**src/rtl/dmem_arb_pkg.sv**
```systemverilog
// Shared types and defaults for the data-memory arbiter (dmem_arbiter).
package dmem_arb_pkg;

  localparam int unsigned ADDR_W_DEF = 32;
  localparam int unsigned DATA_W_DEF = 32;

  typedef enum logic [1:0] {
    IDLE   = 2'd0,
    ACCESS = 2'd1,
    DONE   = 2'd2
  } arb_state_t;

  typedef logic port_t;

  localparam port_t PORT0 = 1'b0;
  localparam port_t PORT1 = 1'b1;

endpackage

```
**src/rtl/dmem_arb_pick.sv**
```systemverilog
// Combinational winner select for dmem_arbiter.
// DMEM_ARB_ROUND_ROBIN_EN: ties go to the port that did not win last; otherwise port 0 wins ties.
module dmem_arb_pick
  import dmem_arb_pkg::*;
(
  input  logic  req0,
  input  logic  req1,
  input  port_t last_win,
  output port_t win
);

`ifndef DMEM_ARB_ROUND_ROBIN_EN
  logic unused_last_win;
  assign unused_last_win = last_win;
`endif

  // Winner select; with no request the result is ignored by the caller
  always_comb begin
    win = PORT0;
    if (req1 && !req0) begin
      win = PORT1;
    end else if (req0 && req1) begin
`ifdef DMEM_ARB_ROUND_ROBIN_EN
      win = (last_win == PORT0) ? PORT1 : PORT0;
`else
      win = PORT0;
`endif
    end else begin
      win = PORT0;
    end
  end

endmodule

```
**src/rtl/dmem_arbiter.sv**
```systemverilog
// Two-port arbiter/sequencer in front of a single-port data memory (IDLE -> ACCESS -> DONE).
// Define DMEM_ARB_ROUND_ROBIN_EN for round-robin tie-break; default build is fixed priority (port 0).
module dmem_arbiter
  import dmem_arb_pkg::*;
#(
  parameter int unsigned ADDR_W = ADDR_W_DEF,
  parameter int unsigned DATA_W = DATA_W_DEF
) (
  input  logic              clk,
  input  logic              rst,
  input  logic              req0,
  input  logic              we0,
  input  logic [ADDR_W-1:0] addr0,
  input  logic [DATA_W-1:0] wdata0,
  input  logic              req1,
  input  logic              we1,
  input  logic [ADDR_W-1:0] addr1,
  input  logic [DATA_W-1:0] wdata1,
  output logic              gnt0,
  output logic              gnt1,
  output logic              rvalid0,
  output logic              rvalid1,
  output logic [DATA_W-1:0] rdata0,
  output logic [DATA_W-1:0] rdata1,
  output logic [ADDR_W-1:0] mem_A,
  output logic [DATA_W-1:0] mem_WD,
  output logic              mem_WE,
  input  logic [DATA_W-1:0] mem_RD
);

  arb_state_t        state;
  arb_state_t        state_nxt;
  port_t             win;
  port_t             last_win;
  port_t             sel;
  logic              we_q;
  logic [ADDR_W-1:0] addr_q;
  logic [DATA_W-1:0] wdata_q;
  logic              any_req;
  logic              start;
  logic              finish;

  assign any_req = req0 | req1;
  assign start   = (state == IDLE) && any_req;
  assign finish  = (state == ACCESS);

  dmem_arb_pick u_pick (
    .req0     (req0),
    .req1     (req1),
    .last_win (last_win),
    .win      (win)
  );

`ifdef DMEM_ARB_ROUND_ROBIN_EN
  // Last-winner pointer, moved on every entry to ACCESS
  always_ff @(posedge clk) begin
    if (rst) begin
      last_win <= PORT1;
    end else if (start) begin
      last_win <= win;
    end
  end
`else
  assign last_win = PORT1;
`endif

  // State register
  always_ff @(posedge clk) begin
    if (rst) begin
      state <= IDLE;
    end else begin
      state <= state_nxt;
    end
  end

  // Next-state logic; requests seen in DONE are ignored
  always_comb begin
    state_nxt = state;
    case (state)
      IDLE: begin
        if (any_req) begin
          state_nxt = ACCESS;
        end else begin
          state_nxt = IDLE;
        end
      end
      ACCESS:  state_nxt = DONE;
      DONE:    state_nxt = IDLE;
      default: state_nxt = IDLE;
    endcase
  end

  // Command capture from the winning port
  always_ff @(posedge clk) begin
    if (rst) begin
      sel     <= PORT0;
      we_q    <= 1'b0;
      addr_q  <= '0;
      wdata_q <= '0;
    end else if (start) begin
      sel     <= win;
      we_q    <= (win == PORT1) ? we1    : we0;
      addr_q  <= (win == PORT1) ? addr1  : addr0;
      wdata_q <= (win == PORT1) ? wdata1 : wdata0;
    end
  end

  // Completion pulses and read-data capture at the edge ending ACCESS
  always_ff @(posedge clk) begin
    if (rst) begin
      gnt0    <= 1'b0;
      gnt1    <= 1'b0;
      rvalid0 <= 1'b0;
      rvalid1 <= 1'b0;
      rdata0  <= '0;
      rdata1  <= '0;
    end else begin
      gnt0    <= finish && (sel == PORT0);
      gnt1    <= finish && (sel == PORT1);
      rvalid0 <= finish && (sel == PORT0) && !we_q;
      rvalid1 <= finish && (sel == PORT1) && !we_q;
      if (finish && !we_q && (sel == PORT0)) begin
        rdata0 <= mem_RD;
      end
      if (finish && !we_q && (sel == PORT1)) begin
        rdata1 <= mem_RD;
      end
    end
  end

  // Address/data hold the last latched command; the write strobe is cut by reset
  assign mem_A  = addr_q;
  assign mem_WD = wdata_q;
  assign mem_WE = (state == ACCESS) && we_q && !rst;

endmodule

```
**config.mk**
```make
export PLATFORM = sky130hd
export DESIGN_NAME = dmem_arbiter
export DESIGN_NICKNAME = d
export VERILOG_FILES = /design/src/rtl/dmem_arb_pkg.sv /design/src/rtl/dmem_arb_pick.sv /design/src/rtl/dmem_arbiter.sv
export SDC_FILE = /design/constraint.sdc
export NUM_CORES = 1
export LEC_CHECK = 0
export ABC_AREA = 1
export CAP_MARGIN = 20
export CORE_ASPECT_RATIO = 0.5
export CORE_MARGIN = 2
export CORE_UTILIZATION = 35
export DETAILED_ROUTE_END_ITERATION = 12
export PLACE_DENSITY = 0.68
export SLEW_MARGIN = 40
export SYNTH_ARGS = -nofsm -noshare
export SYNTH_HDL_FRONTEND = slang
export SYNTH_SLANG_ARGS = --single-unit
```
**constraint.sdc**
```tcl
create_clock -name clk -period 1.7 [get_ports clk]
set_input_delay 0.255 -clock clk [delete_from_list [all_inputs] [get_ports clk]]
set_output_delay 0.255 -clock clk [all_outputs]
set_load 0.01 [all_outputs]
```
# Word level (Yosys, flattened, before mapping)
# Index checks and enable logic that the tools add are counted.
[totals]
ff_bits = 136
input_bits = 166
output_inout_bits = 133
[op_classes]
n_eq_ne = 1
muxes = 6
n_bitwise = 2
n_reduce_logical = 15
[ops]
columns = ["cell", "count"]
rows = [
  ["two-way mux 32 bit", 2],
  ["logical AND 1 bit", 11],
  ["one-hot mux 2 bit (2 select lines)", 1],
  ["zero test 1 bit", 3],
  ["two-way mux 1 bit", 3],
  ["== test 2 x 1 -> 1 bit, second input constant", 1],
  ["zero test 2 bit", 1],
  ["NOT 1 bit", 1],
  ["OR 1 bit", 1],
]

# Logic depth before layout (Yosys ltp)
# Gate-level depths: netlist of the first run.
[logic_depth]
depth_word = 4
mapped_depth = 8

# Hierarchy
# A second synthesis of the first run with hierarchy kept.
[unflattened]
cells_unflattened = 1039
area_unflattened_um2 = 6373.6
[modules_own_cells]
columns = ["module", "n_inst", "cells_per_inst", "area_per_inst_um2"]
rows = [
  ["dmem_arbiter", 1, 1037, 6363.6],
  ["dmem_arb_pick", 1, 2, 10.0],
]

# Least setup slack after synthesis of the first run
# No wires, ideal clock.
[synth_timing]
kind = "reg2out"
start = "register state[0]"
end = "output mem_WE"
t_arrival_ns = 1.001
t_required_ns = 1.445
path_slack_ns = 0.444
path_stages_with_launch = 6
path_buffers = 1
cell_sequence = "dfxtp_1 -> inv_2 -> nor2_2 -> buf_4 -> nand2_1 -> nor2_1"
[synth_between]
elab_chain_len = 3
[synth_lines]
columns = ["item", "line", "rtl"]
rows = [
  ["start, declared", "dmem_arbiter.sv:31", "arb_state_t state;"],
  ["start signal, assigned", "dmem_arbiter.sv:72", "state <= state_nxt;"],
  ["== test 2 x 1 -> 1 bit", "dmem_arbiter.sv:134", "assign mem_WE = (state == ACCESS) && we_q && !rst;"],
  ["logical AND 1 bit (2 in series)", "dmem_arbiter.sv:134", ""],
  ["end, declared", "dmem_arbiter.sv:27", "output logic mem_WE,"],
]
# No other way between the ends.

# Worst setup path in the final report of the first run
[layout_timing]
start = "register rdata1[1]"
end = "output rdata1[1]"
[layout_lines]
columns = ["item", "line", "rtl"]
rows = [
  ["start, declared", "dmem_arbiter.sv:24", "output logic [DATA_W-1:0] rdata1,"],
  ["start signal, assigned", "dmem_arbiter.sv:126", "rdata1 <= mem_RD;"],
]
# No word-level cell between the ends.

==> results of run 1 <==
[sequential cells by signal, summed over array words and instances, names as in the netlist]
signal / flops
gnt0: 1
gnt1: 1
we_q: 1
rvalid1: 1
mem_WD: 32
rdata0: 32
mem_A: 32
rvalid0: 1
sel: 1
state: 2
rdata1: 32
[layer usage]
metal | wire length [µm] | GRT usage (%) | vias up | part of all wire, %
met5 | 0 | 0 | - | 0
met4 | 403 | 6.14 | 0 | 1.9
met3 | 1300 | 5.23 | 24 | 6.2
met2 | 10200 | 35.9 | 196 | 49
met1 | 8930 | 25.1 | 3224 | 43
li1 | - | - | 3807 | -
[cell families after synthesis]
family	Yosys count
AND/OR/NAND/NOR	698
buffers and inverters	240
flip-flops	136
AO/OA/AOI/OAI	33
[power breakdown]
| part | total (mW) | internal, mW | leakage [nW] | switching (mW) |
|---|---|---|---|---|
| registers | 3.63 | 3.48 | 1.12 | 0.152 |
| logic | 2.47 | 1.25 | 3.63 | 1.22 |
| clock network | 3.96 | 2.51 | 0.305 | 1.44 |
[cell usage in the layout, fill, tap and decap left out, types with 2 or more instances in the layout]
| cell type | instances |
|---|---|
| inv_6 | 3 |
| buf_4 | 10 |
| nor2_2 | 2 |
| nor2_4 | 3 |
| clkbuf_16 | 17 |
| dfxtp_1 | 136 |
| a21oi_1 | 33 |
| buf_12 | 12 |
| nor2_1 | 295 |
| nor3_1 | 2 |
| clkdlybuf4s50_1 | 296 |
| bufinv_16 | 4 |
| inv_1 | 166 |
| nand3_1 | 129 |
| clkinvlp_4 | 2 |
| nand2_2 | 3 |
| inv_2 | 2 |
| nand2_1 | 264 |
| clkinv_4 | 3 |
[layout make-up]
cell class                 instances  area, µm²
sequential                       136       2720
clock inverter                    13        193
inverter                         169        637
clock buffer                      19        443
multi-input combinational        731       2980
fill                            1821       7930
timing repair buffer             320       3290
tap                              259        324
[through the flow]
stage	hold slack (ns)	setup WS (ns)	util (%)	cells	setup TNS, ns
after CTS	0.444	0.0117	57.2	1647	0
after detailed placement	0.467	-0.0360	53.8	1615	-0.0360
after global routing	0.509	0.0330	57.2	1647	0
after global placement	0.463	-0.0534	53.8	1615	-0.0534
after floorplan	0.327	0.444	-	1107	0
final	0.462	0.115	57.2	1647	0
[worst register-to-register path: cells and delay by family, from the launching register on]
family / cells / cell delay (ns)
AND/OR/NAND/NOR: 4 / 0.54
flip-flops: 1 / 0.34
buffers and inverters: 2 / 0.54
[final timing paths]
kind / endpoint / slack [ns]
setup / recovery: rdata1[1] / 0.11
hold / removal: sel / 0.46
setup reg to reg: rdata0[15] / 0.17
hold reg to reg: rdata0[6] / 0.48
[what timing repair did]
item | 4_1_cts | 5_1_grt
hold buffers | 0 | 0
pin swaps | 1 | 0
resized for setup | 1 | 2
setup buffers | 0 | 0
setup endpoints to repair | 1 | 1
==> results.toml, run 1 <==
[run_status]
status = "completed"

[clock_network]
cts_made_buffers = 17
clockBufferDepth = 2
clk_latency_ns = 0.41
h-tree-depth = 4
cts.sinks = 136
cts-root-buf = "clkbuf_16"
clk_pin_slew_ns = 0.06
cts_tree = "built"

[drt]
drt_iter0_drc = 377
drc = 0
vias = 7251
wire_per_inst_um = 12.7
routed_via_density = 4.40
firstDrtPassIters = 5
antenna_left = 0
routed_wl_um = 20900

[floorplanning]
die_x_um = 199
top_level_ports = 299
start_util_pct = 36.0
dieArea_mm2 = 0.0202
num_rows = 35
core-area_mm2 = 0.0185
die_h_um = 102

[grt]
grtUsageTotal_pct = 20.5
grt_antenna_before_repair = 0
grt_pass1_wl_um = 33100
grt_pass1_vias = 6758
grt_max_degree = 67
grt_overflow = 0

[synthesis]
yosysMostFrequentCell = "nor2_1"
synthAdderAreaFrac_pct = 0
synth-simple-area-share_pct = 41.9
synthXorXnorAreaFrac_pct = 0
ys.flop_type = "dfxtp_1"
netlist_area_mm2 = 0.00667
synth.avg_cell_area_um2 = 6.03
synth_enable_flop_cells = 0
ys_seq_elements = 136
synth_compound_area_share_pct = 2.48
netlist.area_leader.share_pct = 40.8
ys_types = 15
synthesis.nets = 1273
synth_seq_area_share_pct = 40.8
synthTopCellsByCount = "nor2_1, nand2_1, inv_1, dfxtp_1, nand3_1"
synth_top_family_by_area = "simple AND/OR/NAND/NOR gates"
ys_warn_count = 0
synth_cells = 1107
synthMuxAreaShare_pct = 0
synth_top_cell_by_area = "dfxtp_1"
synth_area_leaders = "dfxtp_1, nor2_1, nand2_1"
async_flop_share_pct = 0

[critical_path]
r2r-start = "state[0]"
cp_top_family = "buffers and inverters"
crit_path_start_kind = "flip-flop"
cp_slowest_cell = "clkdlybuf4s50_1"
cp.depth = 1
path_class = "flip-flop to output pin"
cp-startpoint = "rdata1[1]"
path_cells = "clkdlybuf4s50_1"
reg2regPathDepth = 6
end_kind = "output pin"
crit_buf_inv = 1
critical-path-max-stage-delay_ns = 0.59
worst-path-max-fanout = 2
cp_data_required_time_ns = 1.44
worstPathArrival_ns = 1.33

[worst_hold_path]
min_path_type = "input pin to flip-flop"
min_delay_path_depth = 5
hp-start = "req0"

[timing]
setup_viol = 0
hold_viol = 0
rsz0062_at_grt = "false"
min_period_ns = 1.59
slew_viol_final = 0
worstMarginPinSlew_ns = 0.572
slew_headroom_pct = 61.9
max_clock_freq_mhz = 631
min_period_over_period_pct = 93.3
finClkSkew_ns = 0.00724

[placement]
dpl_cell_area_mm2 = 0.00996
place.gp.congestion = 0.801
hpwl_um = 14900
portBuffers = 298

[power]
p_per_area_mw_per_mm2 = 949
power_mw = 10.1
irDropWorstVdd_uv = 772
p_leak_nw = 5.05

[cells_and_area]
area.growth.synth_to_final_pct = 58.8
antenna_cells = 0
drive_gt1_share_pct = 4.76
finalInstanceArea_mm2 = 0.0106
fin_nets = 1541

[flow_run]
drv_cap = 0
(Power assumes the default switching activity.)
==> inputs of run 2 (changes only) <==
Clock period 1.7 ns to 1.9 ns, I/O delays scaled along.
==> run 2 against run 1 <==
Against the previous run: clock power decreased by 15%; critical path depth grew 4; sequential cell count unchanged; sequential share of layout area up 0.25 points; worst hold slack better by 0.018 ns; clock-buffer cell count down 1; power down 13%; cell count down 0.24%; utilization down 0.52 points; via count hardly changed; clock skew increased by 0.0031 ns; first-iteration DRC count shrank 7.7%; critical endpoint is now mem_WE; largest cell class unchanged; largest power group unchanged.
==> results.toml, run 2 (synthesis results as in run 1) <==
[floorplanning]
core-area_mm2 = 0.0185
die_h_um = 102
top_level_ports = 299
die_x_um = 199
num_rows = 35
dieArea_mm2 = 0.0202
start_util_pct = 36.0

[clock_network]
clk_pin_slew_ns = 0.06
cts.sinks = 136
cts_tree = "built"
h-tree-depth = 4
cts-root-buf = "clkbuf_16"
ctsHoldBuffers = 0
clk_latency_ns = 0.41
clockBufferDepth = 2
cts_made_buffers = 17

[grt]
grtUsageTotal_pct = 20.5
grt_pass1_vias = 6641
grt_pass1_wl_um = 33000
grt_overflow = 0
grt_max_degree = 131
grt_antenna_before_repair = 0

[run_status]
status = "completed"

[critical_path]
cp_data_required_time_ns = 1.62
worstPathArrival_ns = 1.36
crit_buf_inv = 2
critical-path-max-stage-delay_ns = 0.36
worst-path-max-fanout = 3
path_class = "flip-flop to output pin"
path_cells = "inv_2 > nor2_4 > nand2_1 > nor2_1 > dlygate4sd2_1"
crit_path_start_kind = "flip-flop"
cp_top_family = "flip-flops"
cp_slowest_cell = "dfxtp_2"
end_kind = "output pin"

[timing]
min_period_ns = 1.65
slew_headroom_pct = 58.5
slew_viol_final = 0
min_period_over_period_pct = 86.8
finClkSkew_ns = 0.0104
max_clock_freq_mhz = 606
rsz0062_at_grt = "false"
worst_slack_ns = 0.250
setup_viol = 0
worstMarginPinSlew_ns = 0.622
tns_ns = 0
hold_viol = 0

[flow_run]
drv_cap = 0

[drt]
vias = 7256
drt_iter0_drc = 348
antenna_left = 0
drc = 0
wire_per_inst_um = 12.7
routed_via_density = 4.42
routed_wl_um = 20900
firstDrtPassIters = 7

[cells_and_area]
fin_nets = 1537
drive_gt1_share_pct = 4.48
most-common-layout-cells = "clkdlybuf4s50_1, nor2_1, nand2_1"
antenna_cells = 0
area.growth.synth_to_final_pct = 57.3
layout_commonest_cell = "clkdlybuf4s50_1"
fin_util_pct = 56.7

[power]
irDropWorstVdd_uv = 707
p_leak_nw = 5.01
power_mw = 8.79
p_per_area_mw_per_mm2 = 838

[placement]
portBuffers = 298
place.gp.congestion = 0.793
dpl_worst_slack_ns = 0.0657
hpwl_um = 14600

[worst_hold_path]
min_path_type = "flip-flop to flip-flop"
run 2: changes by cell type in the layout (fill, tap and decap cells not counted), sizes merged:
cell / before / now
buf: 23 / 19
bufinv: 4 / 3
clkbuf: 20 / 18
clkinv: 4 / 5
dlygate4sd2: 0 / 1
inv: 172 / 173
run 2: power breakdown:
part,total [mW],switching [mW],internal (mW)
logic,2.18,1.08,1.10
registers,3.25,0.136,3.11
clock network,3.36,1.28,2.08
total,8.79,2.50,6.29
run 2: timing repair:
item                       CTS  global route
resized for setup            2             0
buffers inserted             1             0
setup endpoints to repair    1             0
run 2: metrics by stage:
step	cells	hold WS [ns]	instance area (µm²)
after global placement	1610	0.463	9890
final	1643	0.480	10500
after detailed placement	1610	0.470	9890
after floorplan	1107	0.357	6670
after CTS	1643	0.485	10500
after global routing	1643	0.507	10500
run 2: worst reg2reg max path, stage by stage, from the launching register on:
cell,delay (ns)
dfxtp_2,0.36
inv_2,0.05
nor2_4,0.12
buf_4,0.14
buf_12,0.32
nand3_1,0.21
nand2_1,0.10
nor2_1,0.04
run 2: final cells by class:
| class | instances | area, µm² |
|---|---|---|
| inverters | 169 | 637 |
| well taps | 259 | 324 |
| multi-input cells | 731 | 2980 |
| fillers | 1854 | 8030 |
| clock inverters | 14 | 173 |
| clock buffers | 18 | 429 |
| repair buffers | 316 | 3220 |
| flip-flops and latches | 136 | 2720 |
run 2: worst paths after layout:
path / start / endpoint / slack [ns] / cells after the start
max: state[0] / mem_WE / 0.25 / 5
min: rdata0[2] / rdata0[2] / 0.48 / 2
max reg2reg: state[0] / rdata0[15] / 0.47 / 7
min reg2reg: rdata0[2] / rdata0[2] / 0.48 / 2
run 2: per-layer routing:
metal  up-vias  global-route usage, %  routed length [µm]
met5         -                      0                   0
met4         0                   6.89                 427
met3        24                   5.29                1100
met2       195                   35.3               10300
met1      3235                   25.2                9140
li1       3802                      -                   -
==> inputs of run 3 (changes only) <==
Settings changed: CAP_MARGIN 20 to 30.
==> results of run 3 <==
No change in the layout: final DEF, timing and power equal those of run 2.
==> patch: new RTL, flow settings as in run 2 <==
Build with the macro `DMEM_ARB_ROUND_ROBIN_EN` defined.
--- a/src/rtl/dmem_arb_pick.sv
+++ b/src/rtl/dmem_arb_pick.sv
@@ -1,5 +1,7 @@
 // Combinational winner select for dmem_arbiter.
 // DMEM_ARB_ROUND_ROBIN_EN: ties go to the port that did not win last; otherwise port 0 wins ties.
+`define DMEM_ARB_ROUND_ROBIN_EN
+
 module dmem_arb_pick
   import dmem_arb_pkg::*;
 (
Check against the original RTL: not equivalent (Yosys sat finds a counterexample within 10 cycles, from zero or initial values and one cycle with rst high).
==> patch against run 2 <==
Maximum frequency is 0.33% lower. Clock power down 4%. Count of clock-buffer cells in the layout is 1 higher. Routed wire length decreased by 1.9%. Core utilization down 0.59 points. Register-to-register slack lost 0.07 ns. Design area decreased by 1.7%. Area after synthesis decreased by 1.3%. Via count down 4.8%. Power decreased by 3.1%. Setup slack got worse by 0.0055 ns. Sequential cell count rose by 1. Largest power group unchanged.
==> patch: results (changes against run 2) <==
Route
  – DR WL/cell: 13.4 um (+5.3%)
  – Vias per cell: 4.51 (+2.2%)
  – Initial DRC count: 321 (-7.8%)
  – Drt first pass iters: 4 (-3)
  – # DRC: 0 (unchanged)

Pwr
  – P_sw: 2.49 mW (-0.43%)
  – Leakage: 4.46 nW (-11%)
  – VDD IR-drop max: 618 uV (-13%)

Global route
  – Initial antenna violation count: 0 (unchanged)
  – Vias in the first global route: 6490 (-2.3%)
  – First-pass GRT wire length: 32.5 mm (-1.3%)
  – GRT Resource Usage Total: 0.205 (-0.000694)
  – Pin count of the biggest net entering global routing: 80 (-39%)

Min path
  – Cells on Worst Hold Path: 3 (+1)
  – Worst Hold Class: in -> reg
  – Hold Path Origin: req1
  – Worst hold path endpoint: sel$_SDFFE_PP0P_

Clock network
  – Clk buf depth: 2 (unchanged)
  – CTS root buffer: clkbuf_16
  – Worst skew pair latency: 0.41 ns (about the same)
  – H-tree depth: 4 (unchanged)
  – Setup bufs post-CTS: 0 (-1)

Logic synthesis
  – Area contributors post-synth: dfxtp_1 (42%), nand2_1 (17%), nor2_1 (12%)
  – Synth top cells by count: nand2_1 (298), nor2_1 (202), dfxtp_1 (137), inv_1 (101), nand3_1 (99)
  – Most used DFF post-synth: dfxtp_1
  – Seq/Total Area, Yosys: 0.417 (+0.00847)
  – Asr flop ratio synth: 0 (unchanged)
  – Syn Nets: 1180 (-7.3%)
  – Post-synth cell types: 19 (+4)

Placement
  – # port buffers: 298 (unchanged)
  – Dpl cell area: 9740 um2 (-1.5%)
  – Global placement routability congestion: 0.806 (+1.7%)
  – Detailed Place HPWL: 14.5 mm (-0.70%)

Worst setup path
  – Reg2reg start: state[0]$_SDFF_PP0_
  – Crit-path max FO: 3 (unchanged)
  – Reg-to-reg endpoint: rdata0[30]$_SDFFE_PP0P_
  – Reg2reg path depth: 7 (unchanged)
  – FF-to-FF setup slack: 0.40 ns (-0.07 ns)

Finish
  – Fillers: 1746 (-5.8%)
  – Ant. Diodes: 0 (unchanged)
  – NumNets Final: 1444 (-6.1%)
  – Share of cells above drive strength 1: 0.0449 (+0.000129)

STA
  – Slew HR: 0.678 (+0.0924)
  – Clk_skew: 0.00635 ns (-0.00402 ns)
  – Final hold slack: 0.379 ns (-0.101 ns)

Run status
  – Status: finished clean
-- patch: changes by cell type after synthesis, sizes merged, moves of 2 or more --
cell,before,now
nand3,129,99
clkbuf,16,18
a21boi,0,65
nand2,267,299
nor2,300,205
inv,168,102
-- patch: layer usage --
metal	routed length, um	vias up	track usage
met5	0	-	0
met4	553	0	0.0856
met3	898	36	0.0405
met2	10300	161	0.370
met1	8790	3080	0.239
li1	-	3634	-
-- patch: kinds of logic (layout without fill, tap and decap cells) --
group	Yosys count	after routing	share of synthesized area
and+or+nand+nor	604	604	0.366
buffers and inverters	174	451	0.117
DFF	137	137	0.417
AOI/OAI and AO/OA	99	99	0.101
-- patch: repair_timing --
action	CTS	global route
endpoints found under the hold margin	0	0
endpoints found under the setup margin	1	0
resized for setup	1	0
-- patch: how the worst max path moves through the flow --
stage                             start  endpoint  slack, ns  cells past startpoint
floorplan           state[0]$_SDFF_PP0_    mem_WE       0.59                      5
global placement                    rst    mem_WE       0.01                      5
detailed placement                  rst    mem_WE       0.06                      5
CTS                 state[0]$_SDFF_PP0_    mem_WE       0.21                      5
global route        state[0]$_SDFF_PP0_    mem_WE       0.16                      5
finish              state[0]$_SDFF_PP0_    mem_WE       0.24                      5
-- patch: final cells by class --
cell class,count,area share
well taps,240,0.0291
flip-flops and latches,137,0.266
clock inverters,13,0.0129
repair buffers,317,0.312
multi-input cells,703,0.300
clock buffers,19,0.0430
inverters,102,0.0371
-- patch: worst max-delay path: stages, from the launching register on --
cell,delay [ns]
dfxtp_1,0.35
inv_1,0.07
nor2_2,0.09
nand2_1,0.08
nor2_1,0.08
dlygate4sd2_1,0.30
-- patch: through the flow --
| stage | instances | util | setup slack [ns] |
|---|---|---|---|
| after floorplan | 1014 | - | 0.590 |
| after global placement | 1499 | 0.529 | 0.0142 |
| after detailed placement | 1499 | 0.529 | 0.0572 |
| after CTS | 1531 | 0.561 | 0.214 |
| after global routing | 1531 | 0.561 | 0.155 |
| final | 1531 | 0.561 | 0.245 |
-- patch: power groups by stage --
stage	registers, mW	logic [mW]	clock network, mW
after floorplan	3.39	0.935	0
after global placement	3.28	2.05	0
final	3.23	2.05	3.24
after CTS	3.23	2.07	3.33
after global routing	3.26	2.29	3.46
after detailed placement	3.29	2.07	0
